<file path="src/rtl/fetch_instr_buffer.sv">
// Fetch-side instruction buffer. It issues single-outstanding reads on the instruction bus,
// queues the fetched words, and presents the head entry to decode as a valid/ready stream.
// Redirect and ifence flush the queue and restart fetch at redirect_pc. Halt stops fetch
// until reset.
module fetch_instr_buffer #(
  parameter logic [31:0] RESET_PC = 32'h0000_0200,
  parameter int unsigned DEPTH    = 2,
  parameter logic [31:0] NOP_INSN = 32'h0000_0013
) (
  input  logic        CLK,
  input  logic        RST,
  output logic        imem_ren,
  output logic [31:0] imem_addr,
  input  logic        imem_busy,
  input  logic [31:0] imem_rdata,
  output logic        instr_valid,
  output logic [31:0] instr,
  output logic [31:0] instr_pc,
  output logic        fetch_fault,
  input  logic        decode_ready,
  input  logic        redirect,
  input  logic        ifence,
  input  logic [31:0] redirect_pc,
  input  logic        halt
);

  localparam int unsigned AW = (DEPTH > 1) ? $clog2(DEPTH) : 1;
  localparam logic [AW:0] DepthW = DEPTH[AW:0];

  typedef enum logic [1:0] {StFetch, StDiscard, StFault, StHalted} state_e;

  state_e          state_q, state_d;
  logic [31:0]     addr_q, addr_d;
  logic [31:0]     tgt_q, tgt_d;              // restart pc held while draining a stale request
  logic            halt_pend_q, halt_pend_d;  // drain ends in HALTED instead of restarting
  logic            fault_pend_q, fault_pend_d;
  logic [AW-1:0]   wr_q, wr_d, rd_q, rd_d;
  logic [AW:0]     cnt_q, cnt_d;

  logic [31:0]     data_mem [DEPTH];
  logic [31:0]     pc_mem   [DEPTH];
  logic            fault_mem[DEPTH];

  logic            flush, pop_raw, space, ren_int, accept, pending;
  logic            push, pop, clear, push_fault, resolve;
  logic [31:0]     push_data, resolve_pc;

  assign flush   = redirect | ifence;
  assign pop_raw = (cnt_q != '0) & decode_ready;
  // A pop frees a slot in the same cycle, so a full queue can still request.
  assign space   = (cnt_q < DepthW) | pop_raw;

  // Bus request: combinational so a pop and a new request can share a cycle.
  always_comb begin
    ren_int = 1'b0;
    case (state_q)
      StFetch:   ren_int = space;
      StDiscard: ren_int = 1'b1;
      default:   ren_int = 1'b0;
    endcase
  end

  // Reset forces the request low immediately, even mid-stall.
  assign imem_ren  = ren_int & ~RST;
  assign imem_addr = addr_q;
  assign accept    = imem_ren & ~imem_busy;
  assign pending   = imem_ren & imem_busy;

  // Control next state: halt beats redirect/ifence, which beat accept and pop.
  always_comb begin
    state_d      = state_q;
    addr_d       = addr_q;
    tgt_d        = tgt_q;
    halt_pend_d  = halt_pend_q;
    fault_pend_d = fault_pend_q;
    clear        = 1'b0;
    push         = 1'b0;
    push_fault   = 1'b0;
    pop          = 1'b0;
    resolve      = 1'b0;
    resolve_pc   = redirect_pc;

    if (state_q != StHalted) begin
      if (halt) begin
        clear        = 1'b1;
        fault_pend_d = 1'b0;
        if (pending) begin
          state_d     = StDiscard;
          halt_pend_d = 1'b1;
        end else begin
          state_d = StHalted;
        end
      end else if (flush) begin
        clear        = 1'b1;
        fault_pend_d = 1'b0;
        if (pending) begin
          state_d = StDiscard;
          tgt_d   = redirect_pc;
        end else if (halt_pend_q) begin
          state_d = StHalted;
        end else begin
          resolve = 1'b1;
        end
      end else begin
        pop = pop_raw;
        case (state_q)
          StFetch: begin
            if (accept) begin
              push   = 1'b1;
              addr_d = addr_q + 32'd4;
            end
          end
          StDiscard: begin
            if (accept) begin
              if (halt_pend_q) begin
                state_d = StHalted;
              end else begin
                resolve    = 1'b1;
                resolve_pc = tgt_q;
              end
            end
          end
          StFault: begin
            if (fault_pend_q) begin
              push         = 1'b1;
              push_fault   = 1'b1;
              fault_pend_d = 1'b0;
            end
          end
          default: ;
        endcase
      end
    end

    // Misaligned targets never reach the bus; they become a single fault entry.
    if (resolve) begin
      addr_d      = resolve_pc;
      halt_pend_d = 1'b0;
      if (resolve_pc[1:0] != 2'b00) begin
        state_d      = StFault;
        fault_pend_d = 1'b1;
      end else begin
        state_d = StFetch;
      end
    end
  end

  assign push_data = push_fault ? NOP_INSN : imem_rdata;

  // Queue pointer and occupancy update.
  always_comb begin
    if (clear) begin
      wr_d  = '0;
      rd_d  = '0;
      cnt_d = '0;
    end else begin
      wr_d  = wr_q + AW'(push);
      rd_d  = rd_q + AW'(pop);
      cnt_d = cnt_q + (AW + 1)'(push) - (AW + 1)'(pop);
    end
  end

  // Control and pointer state.
  always_ff @(posedge CLK or posedge RST) begin
    if (RST) begin
      state_q      <= StFetch;
      addr_q       <= RESET_PC;
      tgt_q        <= RESET_PC;
      halt_pend_q  <= 1'b0;
      fault_pend_q <= 1'b0;
      wr_q         <= '0;
      rd_q         <= '0;
      cnt_q        <= '0;
    end else begin
      state_q      <= state_d;
      addr_q       <= addr_d;
      tgt_q        <= tgt_d;
      halt_pend_q  <= halt_pend_d;
      fault_pend_q <= fault_pend_d;
      wr_q         <= wr_d;
      rd_q         <= rd_d;
      cnt_q        <= cnt_d;
    end
  end

  // Queue storage; contents are only observed while the entry is valid.
  always_ff @(posedge CLK) begin
    if (push) begin
      data_mem[wr_q]  <= push_data;
      pc_mem[wr_q]    <= addr_q;
      fault_mem[wr_q] <= push_fault;
    end
  end

  assign instr_valid = (cnt_q != '0);
  assign instr       = instr_valid ? data_mem[rd_q] : NOP_INSN;
  assign instr_pc    = instr_valid ? pc_mem[rd_q] : 32'd0;
  assign fetch_fault = instr_valid & fault_mem[rd_q];

endmodule
</file>
<file path="config.mk">
export PLATFORM = sky130hd
export DESIGN_NAME = fetch_instr_buffer
export DESIGN_NICKNAME = d
export VERILOG_FILES = /design/src/rtl/fetch_instr_buffer.sv
export SDC_FILE = /design/constraint.sdc
export NUM_CORES = 1
export LEC_CHECK = 0
export ABC_AREA = 1
export ABC_CLOCK_PERIOD_IN_PS = 4600
export BUFFER_PORTS_ARGS = -buffer_cell sky130_fd_sc_hd__buf_2
export CORE_MARGIN = 8
export CORE_UTILIZATION = 55
export CTS_BUF_LIST = sky130_fd_sc_hd__clkbuf_8
export DETAILED_ROUTE_END_ITERATION = 7
export PLACE_DENSITY_LB_ADDON = 0.08
export SYNTH_ARGS = -nofsm -noshare
export SYNTH_HDL_FRONTEND = slang
export SYNTH_SLANG_ARGS = --single-unit
</file>
<file path="constraint.sdc">
create_clock -name CLK -period 4.6 [get_ports CLK]
set_input_delay 0.23 -clock CLK [delete_from_list [all_inputs] [get_ports CLK]]
set_output_delay 0.23 -clock CLK [all_outputs]
set_load 0.02 [all_outputs]
</file>
After elaboration in Yosys (flattened, before gate mapping)
Memory sizes are Yosys's and may differ from the RTL's.
Cells that the tools add are included.
- register bits after elaboration: 72
- bits in writable memories: 130
- input port bits: 71
- output and inout bits: 99
- logic and storage cells: 110
- memories kept: 3
- memory list (name ; words ; width ; rd ports ; clocked after Yosys merged registers in ; wr ports ; line ; RTL):
    data_mem ; 2 ; 32 ; 1 ; 0 ; 1 ; 40 ; logic [31:0] data_mem [DEPTH];
    pc_mem ; 2 ; 32 ; 1 ; 0 ; 1 ; 41 ; logic [31:0] pc_mem [DEPTH];
    fault_mem ; 2 ; 1 ; 1 ; 0 ; 1 ; 42 ; logic fault_mem[DEPTH];
- add/subtract/negate cells: 5
- order comparisons: 1
- equality and inequality tests: 5
- mux-type cells: 64
- bitwise operators: 10
- reduce and logical (&&, ||, !) cells: 14
- operators by type and width (operator ; count):
    $mux W32 ; 15
    $mux W1 ; 36
    $add A32 B3 Y32 const B ; 1
    $mux W2 ; 11
    $reduce_bool A2 Y1 ; 7
    $reduce_bool A4 Y1 ; 2
    $reduce_and A3 Y1 ; 2
    $and A1 B1 Y1 ; 5
    $reduce_and A5 Y1 ; 1
    $ne A2 B1 Y1 const B ; 2
    $pmux W1 S2 ; 2
    $reduce_and A4 Y1 ; 1
    $not A1 Y1 ; 3
    $add A1 B1 Y1 ; 2
    $add A2 B1 Y2 ; 1
    $eq A2 B1 Y1 const B ; 1
    $eq A2 B2 Y1 const B ; 1
    $logic_not A2 Y1 ; 1
    $lt A2 B2 Y1 const B ; 1
    $ne A2 B2 Y1 const B ; 1
    $or A1 B1 Y1 ; 2
    $sub A2 B1 Y2 ; 1

Depth between registers and ports, before layout
Gate-level depths: netlist of run 1.
- depth in word-level cells: 14
- mapped depth: 12
- depth with buffers taken out: 12

Worst setup path after synthesis of run 1
Ideal clock, no wire load.
- kind: reg-to-reg
- from: register state_q[1]
- to: memory data_mem[1][0], enable pin
- setup time: 0.430 ns
- data arrival time: 2.802 ns
- required time: 4.170 ns
- setup slack: 1.368 ns
- stages on the path, launching flop included: 8
- path buffers: 1
- period minus slack after synthesis: 3.232 ns
- path through: dfrtp_1 > nor2_4 > nand3_2 > nor2_1 > buf_2 > nor2_1 > inv_1 > ha_1
- cells in the longest elaborated chain, start to end: 11
- elaborated cells on any way between the ends: 14
- those cells by class: eq/ne: 3; mux: 8; bitwise: 2; reduce/logical: 1
- ends and longest elaborated chain (element ; line ; RTL):
    from (decl) ; 32 ; state_e state_q, state_d;
    from (signal assigned) ; 166 ; state_q <= StFetch;
    from (signal assigned) ; 175 ; state_q <= state_d;
    $eq A2 B1 Y1 / $logic_not A2 Y1 (equally long branches) ; 56, 106 ;
    $pmux W1 S2 ; 56 ; case (state_q)
    $and A1 B1 Y1 ; 64 ; assign imem_ren = ren_int & ~RST;
    $and A1 B1 Y1 ; 66 ; assign accept = imem_ren & ~imem_busy;
    $mux W1 ; 108 ; if (accept) begin
    $pmux W1 S2 ; 106 ; case (state_q)
    $mux W1 ; 93 ; end else if (flush) begin
    $mux W1 ; 84 ; if (halt) begin
    $mux W1 * ; 83 ; if (state_q != StHalted) begin
    $mux W1 * ; 188 ; if (push) begin
    $mux W1 (not written as such) * ; 189 ; data_mem[wr_q] <= push_data;
    to (decl) ; 40 ;
Every way passes the cells marked *; elsewhere a longest branch is shown, timed or not.

Worst setup path in the final report of run 1
- from: register state_q[0]
- to: register addr_q[12] (netlist: imem_addr[12])
- cells in the longest elaborated chain, start to end: 11
- elaborated cells on any way between the ends: 25
- those cells by class: eq/ne: 4; mux: 13; bitwise: 3; reduce/logical: 5
- ends and longest elaborated chain (element ; line ; RTL):
    $eq A2 B1 Y1 / $logic_not A2 Y1 (equally long branches) ; 56, 106 ;
    $pmux W1 S2 ; 56 ;
    $and A1 B1 Y1 ; 64 ;
    $and A1 B1 Y1 ; 66 ;
    $mux W1 ; 114 ; if (accept) begin
    $mux W1 ; 106 ;
    $mux W1 ; 93 ;
    $mux W1 ; 84 ;
    $mux W1 ; 83 ;
    $ne A2 B1 Y1 (no line) / $reduce_bool A2 Y1 (equally long branches) ; -- ;
    $reduce_and A5 Y1 (no line) ; -- ;
    to (signal assigned) ; 176 ; addr_q <= addr_d;
    to (decl) ; 33 ; logic [31:0] addr_q, addr_d;
Parallel ways exist; a longest one is shown, timed or not.
A chain may end at the register's enable or synchronous reset.

==> key figures, run 1 <==
Synthesis
  – Number of synthesized register bits: 202
  – Synth top cells by count: nand2_1 (396), edfxtp_1 (130), inv_1 (126), nor2_1 (123), a21oi_1 (75)
  – Main area contributors after synthesis: edfxtp_1 (40%), dfrtp_1 (18%), nand2_1 (15%)
  – Net Count, Synth: approximately 1200
  – YS warnings: 0
  – Synth top area share: 40.5%
  – Mapped cell area: slightly below 10000 um2
  – Primary FF master, synth: edfxtp_1
  – Post-synth EDFFs: 130
  – Synth Area per Inst: 8.61 um2
  – Most common cell in the netlist: nand2_1
  – Ys async rst share: between 30% and 40%
  – Area leader, netlist: edfxtp_1
  – Post-synthesis cell type count: 32
  – Seq/Total Area, Yosys: 59.2%
  – Mapped Cells: 1121

Layout
  – # nets final: 1397
  – Final Instance Area: about 12000 um2
  – Layout cells sized above 1: between 15 and 20%
  – Area grow syn2layout: 20.6%
  – N_diodes: 0

Routing
  – Drc violations: 0
  – Average wire per standard cell: 15.2 um
  – Post-DRT Antenna Nets: 0
  – DRT iter0 DRCs: 536
  – Final Routed Wirelength: around 24000 um
  – Drt via density: 5.07
  – Router iterations before antenna repair: 5
  – DR vias: around 8000

Clock tree
  – Clock root buffer: clkbuf_8
  – Max Root-Sink Buffers: 3
  – TritonCTS clock tree: built
  – Worst skew pair latency: 0.51 ns
  – H-tree levels: 2
  – Sink Count: 202
  – Setup bufs post-CTS: 0
  – CTS Buf Count: 34
  – Clk slew on worst S/H paths: 0.06 ns

Floorplanning
  – Die height: ~150 um
  – Core area: 17200 um2
  – Die ar.: 22000 um2
  – Std cell rows: between 40 and 50
  – Ports: 170
  – Chip Width: around 150 um
  – Starting density of the core: between 50% and 60%

Worst setup path
  – RR Startpoint: state_q[0]$_DFFE_PP0P_
  – Worst EP required: 4.94 ns
  – CP Data Arrival Time: 3.40 ns
  – CP Class: flip-flop to flip-flop
  – Setup crit start: state_q[0]$_DFFE_PP0P_
  – Most frequent CP cell: nand3_2
  – Worst Path Max Fanout: 24
  – CP max stage cell: nor2_1
  – Reg2Reg Setup Slack: 1.54 ns
  – CP Cell Sequence: inv_2, nand3_2, nand3_2, inv_1, nand2_1, nand2_2, nor2_1, a22oi_1
  – Critical Path Sink Type: flip-flop
  – CP Launch Type: flip-flop
  – Crit-path max cell delay: between 0.7 and 0.8 ns

GRT
  – Largest net degree at the start of global routing: between 60 and 70
  – Initial antenna violation count: 0
  – Grt ovf: 0
  – Vias in the first global route: 7646
  – First-pass GRT wire length: 37800 um
  – All-Layer GR Usage: 21.3%

Min path
  – Hold/Removal Path Class: primary input to flip-flop
  – Beginning of the worst hold path: halt

Power and ir drop
  – Power Total: 3.79 mW
  – Pleak: 5.35 nW
  – PwrDens: 326 nW/um2
  – Worst VDD drop: 207 uV

STA
  – Worst relative slew slack: a little under a quarter
  – Final Slew Violations: 0
  – Clock skew: 0.0209 ns
  – Hold Violations, Final: 0
  – Final setup TNS: 0 ns
  – Minimum clock period: 3.06 ns
  – Period utilisation layout: between 60% and 70%
  – Max Freq: between 0.3 and 0.4 GHz
  – Final setup violation count: 0
  – Tightest Pin Transition: 1.14 ns
  – RSZ-0062 raised after global routing: no

Run status
  – Status: finished, final reports clean

Job
  – Max-cap violations: 0

Placed design
  – Post-Place Cell Area: 10700 um2
  – Buffers added on ports: 169
  – Hpwl dp: 15700 um
  – GP Congestion: between 0.9 and 1
-- cells in the final DEF (no fill, tap or decap), types with 2 or more instances in the layout --
cell type / n
a21oi_1: 75
buf_2: 169
buf_4: 6
clkbuf_8: 39
clkinv_1: 9
clkinv_2: 2
dfrtp_1: 69
dfstp_2: 2
dlygate4sd3_1: 36
edfxtp_1: 130
ha_1: 3
ha_4: 2
inv_1: 133
inv_2: 4
nand2_1: 396
nand2_2: 3
nand3_1: 38
nand3_2: 2
nand4_1: 6
nor2_1: 122
nor2_4: 4
nor3_1: 2
o211ai_1: 8
o21ai_0: 62
or2_2: 3
xnor2_1: 5
xor2_1: 7
-- registers in the layout (all words and copies together), names as in the netlist --
signal / cells
data_mem: 64
pc_mem: 64
imem_addr: 32
tgt_q: 32
cnt_q: 2
fault_mem: 2
state_q: 2
fault_pend_q: 1
halt_pend_q: 1
rd_q: 1
wr_q: 1
-- path summary, 6_finish.rpt --
check                                            endpoint  cells after the start
worst max register to register  imem_addr[12]$_DFFE_PP0P_                      8
max in group asynchronous       imem_addr[25]$_DFFE_PP0P_                      4
worst max-delay path            imem_addr[12]$_DFFE_PP0P_                      8
worst min-delay path              halt_pend_q$_DFFE_PP0P_                      3
worst min register to register       tgt_q[9]$_DFFE_PP1P_                      2
min in group asynchronous                  rd_q$_DFF_PP0_                      3
-- cell families after synthesis --
logic type               after synthesis  synth area share [%]
AO/OA/AOI/OAI                        147                  7.89
flip-flops                           202                  59.2
buffers and inverters                175                  7.08
XOR/XNOR                              12                  1.09
adder cells (fa/ha/maj)                5                 0.649
multiplexers                           1                 0.117
AND/OR/NAND/NOR                      579                  24.0
-- stage by stage --
stage | setup slack (ns) | utilization [%] | cells | hold slack, ns
finish | 1.54 | 67.5 | 1570 | 0.0284
global route | 1.36 | 67.5 | 1570 | 0.0478
CTS | 1.53 | 67.5 | 1570 | 0.00461
detailed placement | 1.60 | 61.8 | 1474 | 0.396
global placement | 1.65 | 61.8 | 1474 | 0.404
floorplan | 1.37 | - | 1121 | 0.348
-- metal layers --
| layer | global-route usage [%] | up-vias | wire (um) |
|---|---|---|---|
| met1 | 28.0 | 3664 | 10400 |
| met2 | 34.4 | 277 | 11100 |
| met5 | 0 | - | 0 |
| met4 | 6.48 | 0 | 461 |
| li1 | - | 3988 | - |
| met3 | 5.20 | 37 | 1870 |
-- worst max-delay path: cells and delay by family (launching register included) --
family / cells / cell delay, ns
AOI/OAI and AO/OA: 1 / 0.20
and+or+nand+nor: 5 / 2.08
buffers and inverters: 2 / 0.17
DFF: 1 / 0.43
-- report_power, final --
group          total (mW)  switching, mW  internal, mW
sequential           2.07         0.0637          2.01
clock                1.45          0.682         0.771
combinational       0.265          0.159         0.106
-- layout make-up --
cell class,instances,area [um2]
inverter,128,480
clock inverter,21,85.1
timing repair buffer,211,1250
tap,225,282
fill,1459,5600
clock buffer,39,537
multi-input combinational,744,3290
sequential,202,5710
-- timing repair --
| item | 4_1_cts | 5_1_grt |
|---|---|---|
| hold endpoints to repair | 66 | 0 |
| gates resized for setup | 0 | 0 |
| hold buffers | 36 | 0 |
Power figures use the tool's default switching activity.
==> inputs of run 2 (changes only) <==
- ABC_AREA: 1 -> 0
- ABC_CLOCK_PERIOD_IN_PS: 4600 -> 2800
- CORE_UTILIZATION: 55 -> 52
- clock period: 4.6 -> 2.8 ns (I/O delays scaled with it)
==> run 2 against run 1 <==
Effect of this change:
- routed wire length increased by 2.2%
- combinational power increased to 7.6 times the previous value
- register-to-register slack got worse by 1.3 ns
- global-route usage increased by 0.33 points
- non-clock buffer count increased by 43
- via count decreased by 14%
- final area about the same
- area after synthesis decreased by 4.3%
==> key figures, run 2 <==
Run status
  – Status: finished, final reports clean

Clock tree
  – TritonCTS clock tree: built
  – CTS resizes: 0
  – Max Root-Sink Buffers: 3
  – Worst skew pair latency: 0.51 ns
  – Sink Count: 202
  – CTS Buf Count: 34
  – Clock root buffer: clkbuf_8
  – Clk slew on worst S/H paths: about 0.06 ns
  – H-tree levels: 2

Synthesis
  – Ys async rst share: 35.6%
  – Most common cell in the netlist: edfxtp_1
  – Number of synthesized register bits: 202
  – Seq/Total Area, Yosys: 61.8%
  – Mapped cell area: 9240 um2
  – Post-synthesis cell type count: 75
  – Net Count, Synth: 780
  – Mapped Cells: 704
  – Primary FF master, synth: edfxtp_1
  – Main area contributors after synthesis: edfxtp_1 (42%), dfrtp_1 (19%), mux2i_1 (7.4%)
  – Area leader, netlist: edfxtp_1
  – Synth top area share: between 40% and 50%
  – Post-synth EDFFs: 130
  – Synth top cells by count: edfxtp_1 (130), nor2_1 (93), dfrtp_1 (70), mux2i_1 (68)
  – Synth Area per Inst: 13.1 um2
  – YS warnings: 0

Placed design
  – Hpwl dp: roughly 16000 um
  – Placed insts: 1081
  – GP Congestion: slightly below 0.9
  – Buffers added on ports: 169
  – Post-place setup slack: 0.325 ns
  – Post-Place Cell Area: 10400 um2

Layout
  – Area grow syn2layout: 25.9%
  – Most common cell after layout, fill and taps aside: buf_2
  – # nets final: 1029
  – Fillers: 1316
  – Area of the multi-input gates: ~3300 um2
  – Layout cells sized above 1: roughly 31%
  – Largest registers: data_mem (64), pc_mem (64)
  – N_diodes: 0
  – Reg area: approximately 5700 um2
  – Final Instance Area: between 10000 and 15000 um2
  – Cell Count, Final, Fillers Out: between 1000 and 1500
  – Most frequent cells in the layout: buf_2 (169), edfxtp_1 (130), nor2_1 (92)

Min path
  – Hold/Removal Path Class: primary input to flip-flop

STA
  – Slack of the critical path: 0.276 ns
  – Final setup violation count: 0
  – Clock skew: 0.0235 ns
  – Worst relative slew slack: 48.8%
  – Hold Violations, Final: 0
  – Max Freq: approximately 0.40 GHz
  – Final Slew Violations: 0
  – RSZ-0062 raised after global routing: no
  – Hold_ws: 0.0251 ns
  – Minimum clock period: 2.52 ns
  – Tightest Pin Transition: 0.768 ns
  – Period utilisation layout: ~90%

Routing
  – Average wire per standard cell: 20.3 um
  – Drc violations: 0
  – Drt via density: 5.69
  – Post-DRT Antenna Nets: 0
  – Final Routed Wirelength: between 20000 and 25000 um
  – Router iterations before antenna repair: 5
  – DR vias: 6829
  – DRT iter0 DRCs: just under 600

Worst setup path
  – Critical Path Sink Type: flip-flop
  – Crit-path max cell delay: 0.59 ns
  – Worst Path Max Fanout: 8
  – CP max stage cell: nor4_1
  – Worst EP required: 3.19 ns
  – CP Launch Type: flip-flop
  – CP Class: flip-flop to flip-flop
  – CP Data Arrival Time: 2.92 ns
  – CP Cell Sequence: nor4_1, and4b_1, or2_2, inv_1, ha_1, inv_1, ha_1, xor2_1, xnor2_1, nor2_1

Floorplanning
  – Core area: 17400 um2
  – Std cell rows: 48
  – Die height: 149 um
  – Ports: 170
  – Starting density of the core: between 50% and 60%
  – Die ar.: 22300 um2
  – Chip Width: 149 um

GRT
  – All-Layer GR Usage: a little over a fifth
  – First-pass GRT wire length: 38300 um
  – Vias in the first global route: around 7100
  – Initial antenna violation count: 0
  – Largest net degree at the start of global routing: 66
  – Grt ovf: 0

Power and ir drop
  – Power Total: approximately 8.8 mW
  – Reg power frac: between 40% and 50%
  – Pleak: around 4.6 nW
  – Sw frac: 33.5%
  – Switching power: 2.95 mW
  – PwrDens: 756 nW/um2
  – Clk pwr share: between 20% and 30%
  – Gate power share: 23.0%
  – Internal: 5.84 mW
  – Worst VDD drop: 403 uV

Job
  – Max-cap violations: 0
## run 2: cell count changes after synthesis, moves of 48 or more
cell | previous run | this run
o21ai_0 | 62 | 14
mux2i_1 | 0 | 68
a21oi_1 | 75 | 18
inv_1 | 126 | 11
nand2_1 | 396 | 26
## run 2: metal layers
layer / track usage [%] / routed length (um) / vias up
met5: 0 / 0 / -
met4: 6.66 / 517 / 0
met3: 5.52 / 2040 / 50
met2: 34.5 / 11300 / 304
met1: 28.8 / 10500 / 3311
li1: - / - / 3164
## run 2: through the flow
stage                     utilization (%)  TNS (ns)
after CTS                            66.9         0
after global placement               59.9         0
final                                67.0         0
after floorplan                         -    -31.60
after global routing                 67.0         0
after detailed placement             59.9         0
## run 2: power groups by stage
stage | registers, mW | clock network, mW | logic (mW)
global route | 4.43 | 2.59 | 2.18
global placement | 4.37 | 0 | 1.91
CTS | 4.33 | 2.46 | 2.04
finish | 4.36 | 2.41 | 2.02
floorplan | 4.39 | 0 | 1.05
detailed placement | 4.38 | 0 | 1.95
## run 2: cell families (layout without fill, tap and decap cells)
group	after synthesis	count (layout)	share of synthesized area, %
AND/OR/NAND/NOR	227	227	12.3
adder cells (fa/ha/maj)	5	5	0.677
multiplexers	101	101	12.6
buffers and inverters	52	323	2.91
XOR/XNOR	5	5	0.474
AO/OA/AOI/OAI	112	112	9.20
flip-flops	202	202	61.8
## run 2: worst paths after layout
check	from	end	slack, ns	depth (start not counted)
max	state_q[1]$_DFFE_PP0P_	cnt_q[1]$_DFF_PP0_	0.28	10
min	imem_rdata[12]	data_mem[1][12]$_DFFE_PP_	0.03	2
max reg2reg	state_q[1]$_DFFE_PP0P_	cnt_q[1]$_DFF_PP0_	0.28	10
min reg2reg	tgt_q[30]$_DFFE_PP0P_	tgt_q[30]$_DFFE_PP0P_	0.51	1
max in group asynchronous	RST	imem_addr[9]$_DFFE_PP1P_	1.81	4
min in group asynchronous	RST	halt_pend_q$_DFFE_PP0P_	0.26	3
## run 2: final cells by class
class / count / share of cell area [%]
Inverter: 11 / 0.355
Multi-Input combinational cell: 450 / 28.2
Tap cell: 225 / 2.42
Sequential cell: 202 / 49.1
Clock inverter: 20 / 0.807
Clock buffer: 38 / 4.50
Timing Repair Buffer: 254 / 14.6
## run 2: repair_timing
action                                 CTS  global route
buffers inserted                         0             0
hold buffers                            60             1
endpoints found under the hold margin  126             1
## run 2: worst max-delay path: cells and delay by family (launching register included)
family,cells,cell delay (ns)
flops,1,0.46
simple gates,4,1.08
xor+xnor,2,0.32
buf+inv,2,0.10
fa+ha+maj,2,0.43
==> inputs of run 3 (changes only) <==
- RECOVER_POWER: not set -> 50
==> run 3 against run 2 <==
Effect of this change:
- sequential share of layout area rose by 0.39 points
- combinational power fell by 3%
- clock power barely moved
- largest cell class unchanged
- sequential cell count did not move
- clock skew barely moved
- setup slack got worse by 0.0061 ns
- critical path depth did not move
- largest power group unchanged
- utilization fell by 0.53 points
- clock-buffer cell count did not move
- critical endpoint unchanged
==> key figures, run 3 (synthesis results as in run 2) <==
Layout
  – Largest registers: data_mem (64), pc_mem (64)
  – # nets final: 1029
  – Final Instance Area: approximately 12000 um2
  – Area grow syn2layout: 24.9%
  – Most frequent cells in the layout: edfxtp_1 (130), buf_2 (129), nor2_1 (93)
  – N_diodes: 0
  – Most common cell after layout, fill and taps aside: edfxtp_1
  – Cell Count, Final, Fillers Out: 1200
  – Layout cells sized above 1: 26.2%

STA
  – Clock skew: roughly 0.023 ns
  – Tightest Pin Transition: around 1.3 ns
  – Worst relative slew slack: approximately 16%
  – Minimum clock period: about 2.5 ns
  – Max Freq: between 0.3 and 0.4 GHz
  – RSZ-0062 raised after global routing: no
  – Final Slew Violations: 0
  – Period utilisation layout: 90.4%
  – Final setup violation count: 0
  – Hold Violations, Final: 0

Clock tree
  – CTS Buf Count: 34
  – Worst skew pair latency: around 0.51 ns
  – Clk slew on worst S/H paths: 0.06 ns
  – H-tree levels: 2
  – Max Root-Sink Buffers: 3
  – Sink Count: a little over 200
  – TritonCTS clock tree: built
  – Clock root buffer: clkbuf_8

Floorplanning
  – Std cell rows: between 40 and 50
  – Core area: 17400 um2
  – Die height: between 100 and 150 um
  – Die ar.: 22300 um2
  – Ports: 170
  – Chip Width: 149 um
  – Starting density of the core: 53.2%

Routing
  – Average wire per standard cell: 20.3 um
  – Drt via density: 5.69
  – DRT iter0 DRCs: 611
  – Final Routed Wirelength: 24400 um
  – Post-DRT Antenna Nets: 0
  – Drc violations: 0
  – DR vias: roughly 6800
  – Router iterations before antenna repair: 5

Worst setup path
  – RR Startpoint: state_q[1]$_DFFE_PP0P_
  – CP Class: flip-flop to flip-flop
  – Setup crit end: cnt_q[1]$_DFF_PP0_
  – FF-to-FF End: cnt_q[1]$_DFF_PP0_
  – CP Cell Sequence: nor4_1, and4b_1, or2_2, inv_1, ha_1, inv_1, ha_1, xor2_1, xnor2_1, nor2_1
  – CP Launch Type: flip-flop
  – WP depth: 10
  – Buf/Inv on CP: 2
  – Critical Path Sink Type: flip-flop
  – Worst EP required: 3.19 ns
  – Worst path top cell family by delay: simple AND/OR/NAND/NOR gates
  – Worst Path Max Fanout: 8
  – Reg2Reg Setup Slack: 0.27 ns
  – Setup crit start: state_q[1]$_DFFE_PP0P_
  – Worst r2r path cells: 10
  – CP Data Arrival Time: 2.92 ns
  – CP max stage cell: nor4_1
  – Crit-path max cell delay: approximately 0.59 ns

GRT
  – Initial antenna violation count: 0
  – Vias in the first global route: about 7100
  – First-pass GRT wire length: 38300 um
  – Grt ovf: 0
  – Largest net degree at the start of global routing: 66
  – All-Layer GR Usage: a little over a fifth

Power and ir drop
  – Worst VDD drop: 400 uV
  – Pleak: about 4.5 nW
  – PwrDens: 755 nW/um2

Run status
  – Status: finished, final reports clean

Min path
  – Hold/Removal Path Class: primary input to flip-flop

Placed design
  – GP Congestion: 0.892
  – Hpwl dp: 16200 um
  – Placed insts: between 1000 and 1500
  – Post-Place Cell Area: 10400 um2
  – Buffers added on ports: 169

Job
  – Max-cap violations: 0
-- run 3: what timing repair did --
action | 4_1_cts | 5_1_grt
hold endpoints to repair | 126 | 1
buffers inserted | 0 | 0
gates resized for setup | 0 | 0
hold buffers | 60 | 1
-- run 3: layout make-up --
cell class,instances,area [um2]
repair buffers,254,1620
flip-flops and latches,202,5710
multi-input cells,450,3260
inverters,11,41.3
clock inverters,20,93.8
clock buffers,38,523
fillers,1343,5820
well taps,225,282
-- run 3: report_power, final --
group          switching, mW  internal [mW]
combinational           1.15          0.799
sequential             0.646           3.71
clock                   1.15           1.25
-- run 3: per-stage QoR --
stage / setup TNS, ns / worst slack [ns] / power, mW / hold slack [ns] / util [%]
global route: 0 / 0.172 / 9.12 / 0.00546 / 66.5
detailed placement: 0 / 0.325 / 6.34 / 0.256 / 59.9
global placement: 0 / 0.460 / 6.28 / 0.258 / 59.9
finish: 0 / 0.270 / 8.71 / 0.0258 / 66.5
floorplan: -31.60 / -0.243 / 5.43 / 0.287 / -
CTS: 0 / 0.313 / 8.83 / 0.00154 / 66.9
-- run 3: per-layer routing --
layer,GRT usage (%),part of all wire [%],up-vias
met5,0,0,-
met4,6.66,2.1,0
met3,5.52,8.6,44
met2,34.5,46,317
met1,28.8,43,3306
li1,-,-,3157
-- run 3: worst reg2reg max path: cells and delay by family, from the launching register on --
| kind | cells | cell delay [ns] |
|---|---|---|
| AND/OR/NAND/NOR | 4 | 1.08 |
| buffers and inverters | 2 | 0.10 |
| adder cells (fa/ha/maj) | 2 | 0.43 |
| flip-flops | 1 | 0.46 |
| XOR/XNOR | 2 | 0.32 |
-- run 3: how the worst min path moves through the flow --
stage,from,end,cells after the start
floorplan,redirect_pc[9],tgt_q[9]$_DFFE_PP1P_,1
global placement,RST,halt_pend_q$_DFFE_PP0P_,2
detailed placement,RST,halt_pend_q$_DFFE_PP0P_,2
CTS,imem_rdata[12],data_mem[0][12]$_DFFE_PP_,2
global route,imem_rdata[12],data_mem[1][12]$_DFFE_PP_,2
finish,imem_rdata[15],data_mem[1][15]$_DFFE_PP_,2
